===== config.mk =====
export PLATFORM = sky130hd
export DESIGN_NAME = id_ex_stage
export DESIGN_NICKNAME = d
export VERILOG_FILES = /design/src/rtl/mips_pkg.sv /design/src/rtl/fwd_unit.sv /design/src/rtl/id_ex_stage.sv
export SDC_FILE = /design/constraint.sdc
export NUM_CORES = 1
export LEC_CHECK = 0
export BUFFER_PORTS_ARGS = -buffer_cell sky130_fd_sc_hd__buf_2
export CORE_MARGIN = 1.5
export CORE_UTILIZATION = 54
export CTS_BUF_LIST = sky130_fd_sc_hd__clkbuf_4
export DETAILED_ROUTE_END_ITERATION = 7
export PLACE_DENSITY = 0.86
export SYNTH_ARGS = -nofsm -noshare
export SYNTH_HDL_FRONTEND = slang
export SYNTH_SLANG_ARGS = --single-unit

===== constraint.sdc =====
create_clock -name clk -period 4.5 [get_ports clk]
set_clock_uncertainty 0.2 [all_clocks]
set_input_delay 0.45 -clock clk [delete_from_list [all_inputs] [get_ports clk]]
set_output_delay 0.45 -clock clk [all_outputs]
set_load 0.02 [all_outputs]

===== src/rtl/mips_pkg.sv =====
// Shared definitions for the pipelined MIPS core.
//   - Data / register-index / ALU-control widths
//   - ALU control encodings
//   - Forwarding source select encoding
//   - fwd_hit(): RAW match test used by the forwarding logic
package mips_pkg;

    localparam int DATA_W = 32;
    localparam int REG_W  = 5;
    localparam int ALU_W  = 4;

    localparam logic [ALU_W-1:0] ALU_AND = 4'b0000;
    localparam logic [ALU_W-1:0] ALU_OR  = 4'b0001;
    localparam logic [ALU_W-1:0] ALU_ADD = 4'b0010;
    localparam logic [ALU_W-1:0] ALU_SUB = 4'b0110;
    localparam logic [ALU_W-1:0] ALU_SLT = 4'b0111;
    localparam logic [ALU_W-1:0] ALU_NOR = 4'b1100;

    typedef enum logic [1:0] {
        FWD_REG = 2'd0,
        FWD_MEM = 2'd1,
        FWD_WB  = 2'd2
    } fwd_sel_e;

    // A producer only matches when it actually writes, targets the same
    // register, and that register is not $zero.
    function automatic logic fwd_hit(input logic             wr_en,
                                     input logic [REG_W-1:0] wr_idx,
                                     input logic [REG_W-1:0] rd_idx);
        return wr_en && (wr_idx == rd_idx) && (rd_idx != '0);
    endfunction

endpackage


===== src/rtl/fwd_unit.sv =====
// Operand forwarding mux for one EX source operand.
//   i_idx           : source register index held in EX
//   i_data          : register-file data captured with the instruction
//   i_mem_*         : MEM-stage write-back candidate (highest priority)
//   i_wb_*          : WB-stage write-back candidate
//   o_data          : forwarded operand value
module fwd_unit
    import mips_pkg::*;
(
    input  logic [REG_W-1:0]  i_idx,
    input  logic [DATA_W-1:0] i_data,
    input  logic              i_mem_reg_write,
    input  logic [REG_W-1:0]  i_mem_rd,
    input  logic [DATA_W-1:0] i_mem_result,
    input  logic              i_wb_reg_write,
    input  logic [REG_W-1:0]  i_wb_rd,
    input  logic [DATA_W-1:0] i_wb_result,
    output logic [DATA_W-1:0] o_data
);

    fwd_sel_e w_sel;

    // MEM holds the younger result, so it wins over WB.
    always_comb begin
        w_sel = FWD_REG;
        if (fwd_hit(i_mem_reg_write, i_mem_rd, i_idx))
            w_sel = FWD_MEM;
        else if (fwd_hit(i_wb_reg_write, i_wb_rd, i_idx))
            w_sel = FWD_WB;
    end

    always_comb begin
        o_data = i_data;
        case (w_sel)
            FWD_MEM: o_data = i_mem_result;
            FWD_WB:  o_data = i_wb_result;
            default: o_data = i_data;
        endcase
    end

endmodule


===== src/rtl/id_ex_stage.sv =====
// ID/EX pipeline register with forwarding and load-use bubble insertion.
// Inputs : clk, rst_n, stall, flush, decode-stage instruction (id_*),
//          MEM / WB forwarding sources (mem_*, wb_*).
// Outputs: ex_valid, forwarded ALU operands src_a/src_b, alu_ctr,
//          ex_store_data, ex_write_reg, registered control (ex_*),
//          combinational load_use_hazard for the decode stall.
module id_ex_stage
    import mips_pkg::*;
(
    input  logic              clk,
    input  logic              rst_n,
    input  logic              stall,
    input  logic              flush,
    input  logic              id_valid,
    input  logic [REG_W-1:0]  id_rs,
    input  logic [REG_W-1:0]  id_rt,
    input  logic [REG_W-1:0]  id_rd,
    input  logic [DATA_W-1:0] id_rs_data,
    input  logic [DATA_W-1:0] id_rt_data,
    input  logic [DATA_W-1:0] id_imm,
    input  logic              id_alu_src,
    input  logic [ALU_W-1:0]  id_alu_ctr,
    input  logic              id_reg_dst,
    input  logic              id_reg_write,
    input  logic              id_mem_read,
    input  logic              id_mem_write,
    input  logic              id_mem_to_reg,
    input  logic              mem_reg_write,
    input  logic [REG_W-1:0]  mem_rd,
    input  logic [DATA_W-1:0] mem_result,
    input  logic              wb_reg_write,
    input  logic [REG_W-1:0]  wb_rd,
    input  logic [DATA_W-1:0] wb_result,
    output logic              ex_valid,
    output logic [DATA_W-1:0] src_a,
    output logic [DATA_W-1:0] src_b,
    output logic [ALU_W-1:0]  alu_ctr,
    output logic [DATA_W-1:0] ex_store_data,
    output logic [REG_W-1:0]  ex_write_reg,
    output logic              ex_reg_write,
    output logic              ex_mem_read,
    output logic              ex_mem_write,
    output logic              ex_mem_to_reg,
    output logic              load_use_hazard
);

    logic              r_valid;
    logic [REG_W-1:0]  r_rs;
    logic [REG_W-1:0]  r_rt;
    logic [DATA_W-1:0] r_rs_data;
    logic [DATA_W-1:0] r_rt_data;
    logic [DATA_W-1:0] r_imm;
    logic              r_alu_src;
    logic [ALU_W-1:0]  r_alu_ctr;
    logic [REG_W-1:0]  r_write_reg;
    logic              r_reg_write;
    logic              r_mem_read;
    logic              r_mem_write;
    logic              r_mem_to_reg;

    logic [DATA_W-1:0] w_fwd_rs;
    logic [DATA_W-1:0] w_fwd_rt;
    logic              w_hazard;

    fwd_unit u_fwd_rs (
        .i_idx           (r_rs),
        .i_data          (r_rs_data),
        .i_mem_reg_write (mem_reg_write),
        .i_mem_rd        (mem_rd),
        .i_mem_result    (mem_result),
        .i_wb_reg_write  (wb_reg_write),
        .i_wb_rd         (wb_rd),
        .i_wb_result     (wb_result),
        .o_data          (w_fwd_rs)
    );

    fwd_unit u_fwd_rt (
        .i_idx           (r_rt),
        .i_data          (r_rt_data),
        .i_mem_reg_write (mem_reg_write),
        .i_mem_rd        (mem_rd),
        .i_mem_result    (mem_result),
        .i_wb_reg_write  (wb_reg_write),
        .i_wb_rd         (wb_rd),
        .i_wb_result     (wb_result),
        .o_data          (w_fwd_rt)
    );

    assign w_hazard = r_valid && r_mem_read && (r_write_reg != '0) && id_valid &&
                      ((r_write_reg == id_rs) || (r_write_reg == id_rt));

    always_ff @(posedge clk or negedge rst_n) begin
        if (!rst_n) begin
            r_valid      <= 1'b0;
            r_rs         <= '0;
            r_rt         <= '0;
            r_rs_data    <= '0;
            r_rt_data    <= '0;
            r_imm        <= '0;
            r_alu_src    <= 1'b0;
            r_alu_ctr    <= '0;
            r_write_reg  <= '0;
            r_reg_write  <= 1'b0;
            r_mem_read   <= 1'b0;
            r_mem_write  <= 1'b0;
            r_mem_to_reg <= 1'b0;
        end else if (flush || (!stall && w_hazard)) begin
            // Bubble: only validity and control matter, data is left as-is.
            r_valid      <= 1'b0;
            r_alu_ctr    <= '0;
            r_reg_write  <= 1'b0;
            r_mem_read   <= 1'b0;
            r_mem_write  <= 1'b0;
            r_mem_to_reg <= 1'b0;
        end else if (stall) begin
            // Refresh operands with forwarded values so a producer that
            // retires from WB while EX is frozen is not lost.
            r_rs_data <= w_fwd_rs;
            r_rt_data <= w_fwd_rt;
        end else begin
            r_valid      <= id_valid;
            r_rs         <= id_rs;
            r_rt         <= id_rt;
            r_rs_data    <= id_rs_data;
            r_rt_data    <= id_rt_data;
            r_imm        <= id_imm;
            r_alu_src    <= id_alu_src;
            r_alu_ctr    <= id_alu_ctr;
            r_write_reg  <= id_reg_dst ? id_rd : id_rt;
            r_reg_write  <= id_reg_write  & id_valid;
            r_mem_read   <= id_mem_read   & id_valid;
            r_mem_write  <= id_mem_write  & id_valid;
            r_mem_to_reg <= id_mem_to_reg & id_valid;
        end
    end

    assign ex_valid        = r_valid;
    assign src_a           = w_fwd_rs;
    assign src_b           = r_alu_src ? r_imm : w_fwd_rt;
    assign alu_ctr         = r_alu_ctr;
    assign ex_store_data   = w_fwd_rt;
    assign ex_write_reg    = r_write_reg;
    assign ex_reg_write    = r_reg_write  & r_valid;
    assign ex_mem_read     = r_mem_read   & r_valid;
    assign ex_mem_write    = r_mem_write  & r_valid;
    assign ex_mem_to_reg   = r_mem_to_reg & r_valid;
    assign load_use_hazard = w_hazard;

endmodule


Yosys cells after proc, flatten, opt, wreduce, memory -nomap -nowiden
Cells that the tools add are included.
- word-level logic and storage cells: 76
- output and inout port bits: 111
- flip-flop bits (word level): 121
- input port bits: 202
- mux-type cells: 22
- bitwise gates (word level): 10
- reductions and logical operators: 20
- eq/ne operators: 11
- operator list (operator ; count):
    $pmux 32 s2 ; 2
    $mux 32 ; 3
    $eq 5x5->1 ; 6
    $reduce_bool 5->1 ; 3
    $logic_and 1x1->1 ; 13
    $mux 1 ; 10
    $and 1x1->1 ; 8
    $mux 2 ; 4
    $mux 4 ; 2
    $mux 5 ; 1
    $eq 2x1->1 const B ; 2
    $eq 2x2->1 const B ; 2
    $logic_or 1x1->1 ; 2
    $ne 2x1->1 const B ; 1
    $not 1->1 ; 2
    $reduce_and 2->1 ; 1
    $logic_not 1->1 ; 1

Logic depth before layout (Yosys ltp)
Gate-level depths: netlist of the first run.
- depth in word-level cells: 8
- mapped depth: 8
- mapped depth without buffers: 6

By module
Synthesis of the first run repeated with hierarchy kept, for this count alone.
- cells, all modules: 841
- area total of the unflattened synthesis: 7566.0 µm²
- by module, submodules not included (module ; area an instance (µm²) ; instances ; seq. area each (µm²) ; cells an instance):
    id_ex_stage ; 5669.2 ; 1 ; 3027.9 ; 503
    fwd_unit ; 948.4 ; 2 ; 0.0 ; 169

Worst setup path before layout of the first run
OpenSTA, ideal clock, no wires.
- path type: register to output
- start point: register r_rt[3]
- end point: output src_b[1]
- buffers on the path: 1
- slack: 1.562 ns
- stages on the path, launching flop included: 8
- required time: 3.850 ns
- arrival time: 2.288 ns
- cells stage by stage: dfrtp_1 or4_4 o211ai_4 or2_1 buf_6 nor2_1 a21oi_1 mux2_2
- longest elaborated chain between the ends: 8
- ends and longest elaborated chain (element ; RTL line ; source):
    from (decl) ; id_ex_stage.sv:49 ; logic [REG_W-1:0] r_rt;
    from (signal assigned) ; id_ex_stage.sv:123 ; r_rt <= id_rt;
    $eq 5x5->1 ; mips_pkg.sv:30 ; return wr_en && (wr_idx == rd_idx) && (rd_idx != '0);
    $logic_and 1x1->1 (2 in a row) ; mips_pkg.sv:30 ;
    $mux 2 ; fwd_unit.sv:28 ; else if (fwd_hit(i_wb_reg_write, i_wb_rd, i_idx))
    $mux 2 * ; fwd_unit.sv:26 ; if (fwd_hit(i_mem_reg_write, i_mem_rd, i_idx))
    $eq 2x2->1 or $eq 2x1->1 (tied branches) ; fwd_unit.sv:34 ; case (w_sel)
    $pmux 32 s2 * ; fwd_unit.sv:34 ;
    net ex_store_data[1] ; id_ex_stage.sv:38 ; output logic [DATA_W-1:0] ex_store_data,
    $mux 32 * ; id_ex_stage.sv:139 ; assign src_b = r_alu_src ? r_imm : w_fwd_rt;
    to (decl) ; id_ex_stage.sv:36 ; output logic [DATA_W-1:0] src_b,
Mark *: on every way through the listed nets, which the timed path passes. The rest lies on a longest branch.

Worst setup path after layout of the first run
- start point: register r_rt[4]
- end point: output src_b[1]
- longest elaborated chain between the ends: 8
- ends and longest elaborated chain (element ; RTL line):
    $eq 5x5->1 ; mips_pkg.sv:30
    $logic_and 1x1->1 (2 in a row) ; mips_pkg.sv:30
    $mux 2 ; fwd_unit.sv:28
    $mux 2 * ; fwd_unit.sv:26
    $eq 2x2->1 or $eq 2x1->1 (tied branches) ; fwd_unit.sv:34
    $pmux 32 s2 * ; fwd_unit.sv:34
    $mux 32 * ; id_ex_stage.sv:139
Mark *: on every way between the ends. The rest lies on a longest branch, timed or not.

==> results of run 1 <==
-- cells by family (layout without fill, tap and decap cells) --
kind of cell | after synthesis | count (layout)
AO/OA/AOI/OAI | 253 | 253
other | 0 | 3
AND/OR/NAND/NOR | 221 | 221
XOR/XNOR | 30 | 30
flip-flops | 121 | 121
buffers and inverters | 95 | 486
multiplexers | 69 | 69
-- power by group through the flow --
stage	combinational, mW	sequential [mW]	clock (mW)
global route	1.46	1.39	0.850
detailed placement	1.25	1.38	0
finish	1.37	1.37	0.802
global placement	1.23	1.37	0
CTS	1.32	1.36	0.805
floorplan	0.838	1.34	0
-- worst min-delay path: cells and delay by family --
family                 cells  cell delay (ps)
and+or+nand+nor            2              190
buffers and inverters      1               90
-- metal layers --
layer  share of wire [%]  global-route usage, %  vias up
li1                    -                      -     3628
met1                  35                   44.7     3931
met2                  49                   66.9      628
met3                  10                   10.7      138
met4                 5.5                   21.8        0
met5                   0                      0        -
-- cells in the mapped netlist, types with 6 or more instances --
cell type	number
mux2_2	52
a21oi_1	89
nor2b_1	23
or3_1	8
o2bb2ai_2	10
nor2_1	56
o21ai_1	17
a31oi_1	16
buf_4	10
a21oi_2	8
o32ai_1	16
mux2i_1	10
inv_1	29
nand2_1	96
a221o_1	23
nor3_1	8
dfrtp_1	121
a31oi_4	7
mux2_1	7
o32a_1	10
o2bb2ai_1	6
clkbuf_1	27
o21a_1	10
xnor2_1	30
buf_2	21
o21ai_0	9
-- repair_timing --
item                       in CTS  in global routing
resized for setup               0                  0
hold buffers                   97                  1
setup endpoints to repair       0                  0
hold endpoints to repair      187                  1
-- area by class of cell --
class                      count  area [um^2]  area share [%]
sequential                   121         3030            29.2
multi-input combinational    573         4050            39.0
clock buffer                  19          143            1.37
inverter                      30          113            1.09
antenna                        3         7.51          0.0724
clock inverter                11          131            1.27
tap                          176          220            2.12
timing repair buffer         426         2680            25.8
-- stage by stage --
| stage | std cells | hold slack, ps |
|---|---|---|
| floorplan | 789 | -45.6 |
| global placement | 1228 | 265 |
| detailed placement | 1228 | 273 |
| CTS | 1355 | 0.389 |
| global route | 1358 | 1.12 |
| finish | 1359 | 25.1 |
-- worst paths after layout --
check,from,depth (start not counted),slack [ps],endpoint
max in group asynchronous,rst_n,3,2780,r_rs_data[7]
setup / recovery,r_rt[4],9,220,src_b[1]
hold reg to reg,r_imm[29],1,300,r_imm[29]
hold / removal,id_rt_data[22],3,30,r_rt_data[22]
setup reg to reg,r_rt[4],8,1310,r_rt_data[1]
min in group asynchronous,rst_n,2,370,r_rs_data[16]
==> impl_metrics.py, run 1 <==
metrics = {
    "placement": {
        "dpl.hpwl_um": 17700,
        "gp_congestion": 0.927,
        "io_buffers": 312,
        "placed_area_mm2": 0.00911,
        "dp_slack_ps": 869,
    },
    "floorplan": {
        "ios": 313,
        "die-width_um": 121,
        "num_rows": 42,
        "coreArea_mm2": 0.0134,
        "dieArea_mm2": 0.0147,
        "die_y_um": 121,
        "start_util_pct": 56.2,
    },
    "sta": {
        "layout_setup_ws_ps": 218,
        "finalSetupViolCount": 0,
        "min_period_ps": 4280,
        "worst_slew_pin_slew_ps": 1260,
        "slew_violations": 0,
        "clock.fmax_ghz": 0.234,
        "max_slew_margin_pct": 15.7,
        "fin_crit_sh_pct": 95.2,
        "finalHoldViolCount": 0,
        "rsz0062_at_grt": "false",
        "fin_setup_tns_ps": 0,
    },
    "cells_and_area": {
        "fill_cells": 862,
        "syn_to_final_growth_pct": 37.8,
        "fin_util_pct": 77.4,
        "layout-drive-gt1-share_pct": 39.1,
        "final_area_mm2": 0.0104,
        "reg_top3": "r_imm (32), r_rs_data (32), r_rt_data (32)",
        "layout_common_cells": "buf_2 (311), dfrtp_1 (120), dlygate4sd3_1 (98)",
        "nNetsFinal": 1371,
        "layout_commonest_cell": "buf_2",
    },
    "route": {
        "route.detailed.drc": 0,
        "wl_per_cell_um": 21.1,
        "drtIter0Drc": 1098,
        "via_per_inst": 6.13,
        "drt_first_pass_iters": 8,
        "finalWirelength_um": 28600,
        "via_count": 8325,
        "ant_nets": 0,
    },
    "critical_path": {
        "path_class": "flop to primary output",
        "cp_top_family": "simple AND/OR/NAND/NOR gates",
        "cp.required_ps": 3850,
        "crit_chain": "or4_4 -> o211ai_4 -> buf_4 -> or2_1 -> buf_4 -> nand2_1 -> a21oi_1 -> mux2_2 -> buf_2",
        "cp-start-kind": "flop",
        "path_max_fanout": 18,
        "worst-endpoint-arrival_ps": 3630,
        "slowest_delay_ps": 630,
        "cp.buffers_inverters": 3,
        "end_kind": "primary output",
        "worst_path_most_repeated_cell": "buf_4",
        "cp_slowest_cell": "or2_1",
    },
    "synth": {
        "avgSynthCellArea_um2": 9.54,
        "syn_inst": 789,
        "synth_xor_area_share_pct": 3.49,
        "async_reset_ff_share_pct": 100,
        "ys_seq_elements": 121,
        "synth_edf_count": 0,
        "synth_top_cell_by_area": "dfrtp_1",
        "syn_area_mm2": 0.00753,
        "synth_top_family_by_area": "compound AO/OA/AOI/OAI gates",
        "yosys.area_share.simple_pct": 13.6,
        "syn_nets": 991,
        "synthAdderAreaFrac_pct": 0,
        "synth_ff_type": "dfrtp_1",
        "synth.top_cell.area_share_pct": 40.2,
        "synth_compound_area_share_pct": 26.2,
        "yosysSeqAreaShare_pct": 40.2,
        "synth_cell_types": 52,
        "synthMuxAreaShare_pct": 10.2,
        "ys_warn_count": 0,
        "synth.area.top_cells": "dfrtp_1 (40%), mux2_2 (7.8%), a21oi_1 (5.9%)",
    },
    "pwr": {
        "clkPwrFrac_pct": 22.6,
        "combPwrFrac_pct": 38.6,
        "p_int_mw": 2.20,
        "p_sw_share_pct": 37.9,
        "peakVddDrop_mv": 0.256,
        "power_density_mw_per_mm2": 341,
        "power_mw": 3.54,
        "pwr-share-seq_pct": 38.8,
        "leakagePower_nw": 4.75,
        "power.switching_mw": 1.34,
    },
    "status": {
        "status": "complete, no violations",
    },
    "cts": {
        "insertion_delay_ps": 540,
        "clk_pin_slew_ps": 110,
        "cts_setup_buffers": 0,
        "cts_tree": "done",
        "cts_max_path_buffers": 2,
        "cts_buffers": 17,
        "cts.sinks": 121,
        "cts_root_buffer": "clkbuf_4",
        "cts_htree_levels": 4,
    },
    "grt": {
        "grt_pass1_vias": 8519,
        "overflow": 0,
        "antenna_found_initial": 3,
        "grt_use_total_pct": 39.3,
        "grt_pass1_wl_um": 44100,
        "grt_max_degree": 93,
    },
    "min_path": {
        "min_path_type": "input port to flop",
    },
    "job": {
        "cap_violations": 0,
    },
}
Note: power is estimated with default switching activity, not from simulation.
==> run 2: changes to the inputs <==
PLACE_DENSITY = 0.89   (was 0.86)
RECOVER_POWER = 50   (was default)
==> impl_metrics.py, run 2 (synthesis gave the netlist of run 1 again) <==
metrics = {
    "min_path": {
        "hold-path-endpoint": "r_rt_data[27]",
        "min_path_cells": 3,
        "min_from": "id_rt_data[27]",
        "min_path_type": "input port to flop",
    },
    "critical_path": {
        "worstRegToRegCells": 6,
        "cp-start-kind": "flop",
        "end_kind": "primary output",
        "cp.required_ps": 3850,
        "slowest_delay_ps": 590,
        "cp_slowest_cell": "or4_4",
        "path_max_fanout": 18,
        "r2r_end": "r_imm[12]",
        "worst-endpoint-arrival_ps": 3650,
        "reg2reg_slack_ps": 520,
        "cp_top_family": "simple AND/OR/NAND/NOR gates",
        "r2r-start": "ex_write_reg[1]",
        "path_class": "flop to primary output",
        "cp.buffers_inverters": 2,
        "crit_chain": "or4_4 -> o211ai_4 -> or2_1 -> buf_4 -> nand2_1 -> a21oi_1 -> mux2_2 -> buf_2",
    },
    "cts": {
        "clk_pin_slew_ps": 110,
        "insertion_delay_ps": 570,
        "cts_max_path_buffers": 2,
        "cts_buffers": 17,
        "cts_root_buffer": "clkbuf_4",
        "cts_tree": "done",
        "cts.sinks": 121,
        "cts_htree_levels": 4,
        "cts_setup_buffers": 0,
    },
    "route": {
        "drtIter0Drc": 1322,
        "wl_per_cell_um": 22.0,
        "drt_first_pass_iters": 5,
        "via_per_inst": 6.33,
        "via_count": 8628,
        "route.detailed.drc": 0,
        "finalWirelength_um": 30100,
        "ant_nets": 0,
    },
    "placement": {
        "dpl.hpwl_um": 18600,
        "gp_congestion": 0.927,
        "dp_slack_ps": 868,
        "placed_area_mm2": 0.00912,
        "io_buffers": 312,
    },
    "pwr": {
        "power.switching_mw": 1.39,
        "p_sw_share_pct": 38.8,
        "pwr-share-seq_pct": 38.4,
        "combPwrFrac_pct": 38.6,
        "power_mw": 3.59,
        "leakagePower_nw": 4.70,
        "p_int_mw": 2.20,
        "peakVddDrop_mv": 0.311,
        "clkPwrFrac_pct": 23.0,
        "power_density_mw_per_mm2": 345,
    },
    "sta": {
        "layout_setup_ws_ps": 197,
        "finalSetupViolCount": 0,
        "finalHoldViolCount": 0,
        "fin_crit_sh_pct": 95.6,
        "worst_slew_pin_slew_ps": 2480,
        "fin_setup_tns_ps": 0,
        "min_period_ps": 4300,
        "slew_violations": 108,
        "max_slew_margin_pct": -65.2,
        "rsz0062_at_grt": "false",
        "clock.fmax_ghz": 0.232,
    },
    "cells_and_area": {
        "final_area_mm2": 0.0104,
        "reg_top3": "r_imm (32), r_rs_data (32), r_rt_data (32)",
        "nNetsFinal": 1371,
        "layout-drive-gt1-share_pct": 37.5,
        "layout_common_cells": "buf_2 (299), dfrtp_1 (120), dlygate4sd3_1 (100)",
        "syn_to_final_growth_pct": 38.1,
        "fill_cells": 835,
        "layout_commonest_cell": "buf_2",
    },
    "grt": {
        "antenna_found_initial": 6,
        "grt_pass1_vias": 8645,
        "grt_use_total_pct": 41.2,
        "grt_pass1_wl_um": 46200,
        "grt_max_degree": 97,
        "overflow": 0,
    },
    "floorplan": {
        "die-width_um": 121,
        "num_rows": 42,
        "die_y_um": 121,
        "start_util_pct": 56.2,
        "ios": 313,
        "dieArea_mm2": 0.0147,
        "coreArea_mm2": 0.0134,
    },
    "job": {
        "cap_violations": 2,
    },
    "status": {
        "status": "complete, but fails checks",
        "violations": "max-capacitance violations, max-slew violations",
    },
}
-- run 2: cell count changes in the layout (fill, tap and decap cells not counted), sizes merged --
cell	delta
clkinvlp	+4
clkbuf	+14
diode	+3
dlygate4sd3	+2
clkinv	-1
buf	-17
-- run 2: repair_timing --
action,4_1_cts,5_1_grt
hold buffers,100,0
gates resized for setup,0,3
endpoints found under the hold margin,193,0
setup endpoints to repair,0,2
-- run 2: cell type report --
class                      count  area (um^2)  area share [%]
multi-input combinational    573         4040            38.9
clock buffer                  18          135            1.30
inverter                      30          113            1.08
timing repair buffer         426         2690            25.8
tap                          176          220            2.12
sequential                   121         3030            29.1
clock inverter                14          156            1.50
antenna                        6         15.0           0.144
-- run 2: worst max-delay path by stage --
stage	slack, ps	depth (start not counted)	start	to
2_1_floorplan	1560	7	r_rt[3]	src_b[1]
3_3_place_gp	910	9	mem_rd[2]	src_b[27]
3_5_place_dp	870	8	wb_rd[1]	src_b[3]
4_1_cts	260	8	r_rt[3]	src_b[7]
5_1_grt	80	8	r_rt[3]	src_b[7]
6_report	200	8	r_rt[3]	src_b[7]
-- run 2: worst reg2reg max path: stages (launching register included) --
cell and delay, ps:
dfrtp_1 460, or4_1 560, o211ai_1 250, inv_1 140, a21oi_1 1180, clkbuf_2 670
mux2_2 430
-- run 2: power groups by stage --
stage | logic [mW] | registers, mW | clock network (mW)
global route | 1.47 | 1.39 | 0.876
floorplan | 0.838 | 1.34 | 0
CTS | 1.33 | 1.36 | 0.821
detailed placement | 1.26 | 1.38 | 0
global placement | 1.23 | 1.37 | 0
finish | 1.39 | 1.38 | 0.825
-- run 2: per-layer routing --
metal,global-route usage [%],up-vias,wire length (um)
met1,46.4,4020,10300
li1,-,3626,-
met3,13.1,195,3490
met5,0,-,0
met4,24.9,0,1940
met2,68.3,787,14300
-- run 2: metrics by stage --
stage,hold WS (ps),instances,util (%)
after floorplan,-45.6,789,-
after global placement,266,1226,68.1
after detailed placement,276,1226,68.1
after CTS,3.22,1358,77.7
after global routing,3.69,1361,77.5
final,18.8,1364,77.6
